**src/rtl/sc2bin_fc_mc.sv**
```systemverilog
// Multi-channel, multi-lane stochastic-to-binary converter: saturating signed accumulation
// of differential streams, then ReLU and clipped left shift, delivered over valid/ready.
module sc2bin_fc_mc #(
  parameter int unsigned NUM_CH       = 4,
  parameter int unsigned LANES        = 2,
  parameter int unsigned BITWIDTH_INT = 10,
  parameter int unsigned BITWIDTH_OUT = 8,
  parameter int unsigned MAX_SHFT     = 4,
  parameter int unsigned LEN_W        = 10
) (
  input  logic                             clk,
  input  logic                             reset_n,
  input  logic                             start,
  input  logic [LEN_W-1:0]                 stream_len,
  input  logic [$clog2(MAX_SHFT+1)-1:0]    shft_amt,
  input  logic                             sc_valid,
  input  logic [NUM_CH*LANES-1:0]          sc_pos,
  input  logic [NUM_CH*LANES-1:0]          sc_neg,
  output logic                             busy,
  output logic                             out_valid,
  input  logic                             out_ready,
  output logic [NUM_CH*BITWIDTH_OUT-1:0]   bin_out,
  output logic [NUM_CH-1:0]                sat_flag
);

  localparam int unsigned ShW = $clog2(MAX_SHFT + 1);
  localparam int unsigned SW  = BITWIDTH_INT + MAX_SHFT;
  localparam int          AccMax = (1 << (BITWIDTH_INT - 1)) - 1;
  localparam int          AccMin = -(1 << (BITWIDTH_INT - 1));
  localparam logic [ShW-1:0] MaxShft = ShW'(MAX_SHFT);
  localparam logic [SW-1:0]  OutMax  = SW'((1 << BITWIDTH_OUT) - 1);

  typedef enum logic [1:0] {StIdle, StAccum, StAct, StOut} state_e;

  state_e                           state_q, state_d;
  logic [LEN_W-1:0]                 len_q, len_d;
  logic [ShW-1:0]                   shft_q, shft_d;
  logic [LEN_W-1:0]                 cnt_q, cnt_d;
  logic signed [BITWIDTH_INT-1:0]   acc_q [NUM_CH];
  logic signed [BITWIDTH_INT-1:0]   acc_d [NUM_CH];
  logic [NUM_CH-1:0]                sticky_q, sticky_d;
  logic [NUM_CH*BITWIDTH_OUT-1:0]   bin_q, bin_d;
  logic [NUM_CH-1:0]                sat_q, sat_d;

  logic signed [BITWIDTH_INT-1:0]   acc_nxt [NUM_CH];
  logic [BITWIDTH_OUT-1:0]          res [NUM_CH];
  logic [NUM_CH-1:0]                acc_clip, res_clip;
  int                               delta, sum;
  logic [SW-1:0]                    relu, shifted;

  // Per-channel arithmetic: next saturated accumulator value and the activated output.
  always_comb begin
    delta    = 0;
    sum      = 0;
    relu     = '0;
    shifted  = '0;
    acc_clip = '0;
    res_clip = '0;
    for (int c = 0; c < NUM_CH; c++) begin
      delta = 0;
      for (int l = 0; l < LANES; l++) begin
        delta = delta + int'(sc_pos[c*LANES+l]) - int'(sc_neg[c*LANES+l]);
      end
      sum = int'(acc_q[c]) + delta;
      if (sum > AccMax) begin
        acc_nxt[c]  = BITWIDTH_INT'(AccMax);
        acc_clip[c] = 1'b1;
      end else if (sum < AccMin) begin
        acc_nxt[c]  = BITWIDTH_INT'(AccMin);
        acc_clip[c] = 1'b1;
      end else begin
        acc_nxt[c] = BITWIDTH_INT'(sum);
      end
      relu        = acc_q[c][BITWIDTH_INT-1] ? '0 : {{MAX_SHFT{1'b0}}, acc_q[c]};
      shifted     = relu << shft_q;
      res_clip[c] = shifted > OutMax;
      res[c]      = res_clip[c] ? '1 : shifted[BITWIDTH_OUT-1:0];
    end
  end

  always_comb begin
    state_d  = state_q;
    len_d    = len_q;
    shft_d   = shft_q;
    cnt_d    = cnt_q;
    acc_d    = acc_q;
    sticky_d = sticky_q;
    bin_d    = bin_q;
    sat_d    = sat_q;
    case (state_q)
      StIdle: begin
        if (start) begin
          len_d    = stream_len;
          shft_d   = (shft_amt > MaxShft) ? MaxShft : shft_amt;
          cnt_d    = '0;
          sticky_d = '0;
          for (int c = 0; c < NUM_CH; c++) acc_d[c] = '0;
          state_d  = (stream_len == '0) ? StAct : StAccum;
        end
      end
      StAccum: begin
        if (sc_valid) begin
          acc_d    = acc_nxt;
          sticky_d = sticky_q | acc_clip;
          cnt_d    = cnt_q + 1'b1;
          if (cnt_d == len_q) state_d = StAct;
        end
      end
      StAct: begin
        for (int c = 0; c < NUM_CH; c++) bin_d[c*BITWIDTH_OUT +: BITWIDTH_OUT] = res[c];
        sat_d    = sticky_q | res_clip;
        sticky_d = sticky_q | res_clip;
        state_d  = StOut;
      end
      StOut: begin
        if (out_ready) begin
          sticky_d = '0;
          sat_d    = '0;
          state_d  = StIdle;
        end
      end
      default: state_d = StIdle;
    endcase
  end

  always_ff @(posedge clk or negedge reset_n) begin
    if (!reset_n) begin
      state_q  <= StIdle;
      len_q    <= '0;
      shft_q   <= '0;
      cnt_q    <= '0;
      sticky_q <= '0;
      bin_q    <= '0;
      sat_q    <= '0;
      for (int c = 0; c < NUM_CH; c++) acc_q[c] <= '0;
    end else begin
      state_q  <= state_d;
      len_q    <= len_d;
      shft_q   <= shft_d;
      cnt_q    <= cnt_d;
      sticky_q <= sticky_d;
      bin_q    <= bin_d;
      sat_q    <= sat_d;
      acc_q    <= acc_d;
    end
  end

  assign busy      = (state_q != StIdle);
  assign out_valid = (state_q == StOut);
  assign bin_out   = bin_q;
  assign sat_flag  = sat_q;

endmodule

```
**config.mk**
```make
export PLATFORM = sky130hd
export DESIGN_NAME = sc2bin_fc_mc
export DESIGN_NICKNAME = d
export VERILOG_FILES = /design/src/rtl/sc2bin_fc_mc.sv
export SDC_FILE = /design/constraint.sdc
export NUM_CORES = 1
export LEC_CHECK = 0
export BUFFER_PORTS_ARGS = -buffer_cell sky130_fd_sc_hd__buf_4
export CELL_PAD_IN_SITES_DETAIL_PLACEMENT = 1
export CELL_PAD_IN_SITES_GLOBAL_PLACEMENT = 1
export CORE_ASPECT_RATIO = 0.8
export CORE_UTILIZATION = 47
export DETAILED_ROUTE_END_ITERATION = 16
export GPL_TIMING_DRIVEN = 1
export HOLD_SLACK_MARGIN = 0.06
export PLACE_DENSITY = 0.79
export SLEW_MARGIN = 20
export SYNTH_ARGS = -nofsm -noshare
export SYNTH_HDL_FRONTEND = slang
export SYNTH_SLANG_ARGS = --single-unit
```
**constraint.sdc**
```tcl
create_clock -name clk -period 4.3 [get_ports clk]
set_input_delay 0.86 -clock clk [delete_from_list [all_inputs] [get_ports clk]]
set_output_delay 0.86 -clock clk [all_outputs]
set_load 0.1 [all_outputs]
```
==> flow_metrics.env <==
export IMPL_critPathCaptureType="flip-flop"
export IMPL_ys_top_cells_by_area="dfrtp_1, ha_1, inv_1"
export IMPL_worstMarginPinSlew_ns=0.960
export IMPL_avgSynthCellArea_um2=8.21
export IMPL_syn_to_final_growth_pct=12.1
export IMPL_fin_util_pct=54.4
export IMPL_status="completed"
export IMPL_post_synth_num_cell_types=62
export IMPL_clock_sinks=105
export IMPL_grt_pass1_vias=7873
export IMPL_crit_start="sc_pos[6]"
export IMPL_hold_start="bin_out[4]$_DFFE_PN0P_"
export IMPL_grt_max_degree=60
export IMPL_wire_per_inst_um=18.2
export IMPL_die_x_um=156
export IMPL_clk_latency_ns=0.36
export IMPL_finalClockSkew_ns=0.00694
export IMPL_grt_overflow_total=0
export IMPL_antenna_found_initial=0
export IMPL_fillers=2239
export IMPL_syn_cell_area_um2=8900
export IMPL_r2r_start="acc_q[10]$_DFFE_PN0P_"
export IMPL_setup_viol=0
export IMPL_period_needed_ns=3.71
export IMPL_firstDrtPassIters=5
export IMPL_yosysSeqAreaShare_pct=29.5
export IMPL_startpoint_type="input pin"
export IMPL_gp_congestion=0.828
export IMPL_antenna_left=0
export IMPL_dp_hpwl_mm=19.0
export IMPL_ys_flop_type="dfrtp_1"
export IMPL_numPortBuffers=71
export IMPL_final_max_slew_violation_count=0
export IMPL_ctsResizeCount=0
export IMPL_hp_class="reg -> reg"
export IMPL_slew_headroom_pct=36.0
export IMPL_htreeDepth=3
export IMPL_async_flop_share_pct=100
export IMPL_die_h_um=125
export IMPL_final_common_cell="inv_1"
export IMPL_fmax_mhz=270
export IMPL_regArea_um2=2630
export IMPL_cts_setup_buffers=0
export IMPL_via_count=7934
export IMPL_drt_initial_drc_count=543
export IMPL_ios=72
export IMPL_cts_tree="built"
export IMPL_start_util_pct=48.5
export IMPL_cp_arrival_ns=3.93
export IMPL_finalSetupTns_ns=0
export IMPL_netlist_instances=1084
export IMPL_hold_violations=0
export IMPL_nets=1252
export IMPL_dieArea_um2=19500
export IMPL_yosys_area_top_type="dfrtp_1"
export IMPL_drv_cap=0
export IMPL_instances_no_fill=1383
export IMPL_path_max_fanout=10
export IMPL_design_area_um2=9970
export IMPL_root_buffer="clkbuf_16"
export IMPL_fp_row_count=44
export IMPL_synth_edf_count=0
export IMPL_r2r_slack_ns=0.86
export IMPL_drc=0
export IMPL_cts_path_max_buffers=2
export IMPL_synth_top_area_share_pct=29.5
export IMPL_syn_nets=1211
export IMPL_place_area_um2=9650
export IMPL_place_inst=1367
export IMPL_yosysWarnings=0
export IMPL_clk_pin_slew_ns=0.07
export IMPL_grt_pass1_wl_mm=42.0
export IMPL_antenna_cells=0
export IMPL_ys_seq_elements=105
export IMPL_cts_hold_buf=0
export IMPL_period_share_pct=86.2
export IMPL_path_class="in -> reg"
export IMPL_layout_common_cells="inv_1, dfrtp_1, nor2_1, o21ai_0, buf_4"
export IMPL_numCtsBuffers=9
export IMPL_multi_input_area_um2=5540
export IMPL_coreArea_um2=18300
export IMPL_grt_setup_unrepaired="no"
export IMPL_drive_gt1_share_pct=12.3
export IMPL_globalRouteTotalUtil_pct=26.8
export IMPL_required_ns=4.52
export IMPL_wirelength_mm=25.2
export IMPL_viasPerCell=5.74
-- final timing paths --
kind                                      endpoint  cells after the start
setup reg to reg           sticky_q[2]$_DFFE_PN0P_                     12
hold reg to reg             bin_out[4]$_DFFE_PN0P_                      1
setup / recovery              acc_q[2]$_DFFE_PN0P_                     14
min in group asynchronous    acc_q[37]$_DFFE_PN0P_                      1
max in group asynchronous     acc_q[7]$_DFFE_PN0P_                      2
hold / removal              bin_out[4]$_DFFE_PN0P_                      1
-- kinds of logic (layout without fill, tap and decap cells) --
group                    Yosys count  count (layout)  synth area share, %
AO/OA/AOI/OAI                    311             311                 22.8
XOR/XNOR                          52              52                 5.20
adder cells (fa/ha/maj)          104             104                 15.0
buffers and inverters            192             238                 8.28
flip-flops                       105             105                 29.5
multiplexers                      33              33                 3.95
AND/OR/NAND/NOR                  287             287                 15.3
-- per-stage QoR --
stage	worst slack, ns	hold slack [ns]
6_report	0.593	0.486
5_1_grt	0.350	0.507
4_1_cts	0.618	0.490
3_5_place_dp	0.313	0.474
3_3_place_gp	0.472	0.469
2_1_floorplan	0.803	0.461
-- registers in the layout (all words and copies together), names as in the netlist --
name,flops
shft_q,3
acc_q,40
cnt_q,10
len_q,10
sat_flag,4
bin_out,32
sticky_q,4
state_q,2
-- layer usage --
metal	vias to the layer above	routed length, µm	GRT usage, %
li1	3885	-	-
met1	3872	13600	42.4
met2	158	10400	38.6
met4	0	263	5.71
met5	-	0	0
met3	19	836	3.15
-- synthesized netlist by cell type, types with 4 or more instances --
library cell  count
a32oi_1          21
nand2_1          74
a22o_1           12
o211ai_1         10
nand3b_1          6
o31ai_1           7
nand3_1          16
a211oi_1         13
inv_1           135
xnor2_1          31
fa_1              8
a31o_2            4
and2_1            4
dfrtp_1         105
or3_1             4
xor2_1           20
mux2_2           13
o2111ai_1         4
clkbuf_1         41
mux2i_1          19
nand2b_1         23
and3_1            6
nor2b_1          14
a21oi_1          53
a31oi_1          32
nor3_1           23
nor2_1          101
o21a_1           13
o21ai_0          95
maj3_1           11
o311ai_0          6
ha_1             85
o221ai_1          6
a21o_1           10
buf_2            13
-- worst max-delay path: stages --
cell      delay (ns)
buf_4           0.11
inv_1           0.05
ha_1            0.17
inv_1           0.16
ha_1            0.37
inv_1           0.06
ha_1            0.27
nor2b_1         0.18
a41oi_1         0.19
a21oi_1         0.17
nor3_1          0.08
xnor2_1         0.68
nor2_1          0.14
o311ai_0        0.43
-- area by class of cell --
type	instances	area share, %
timing repair buffer	87	6.67
tap	253	3.17
sequential	105	26.4
clock buffer	9	2.26
clock inverter	7	0.953
multi-input combinational	787	55.5
inverter	135	5.08
Power is left out: the tool's default activity adds up to more than one toggle a clock period on the data nets, which glitch-free logic cannot reach.
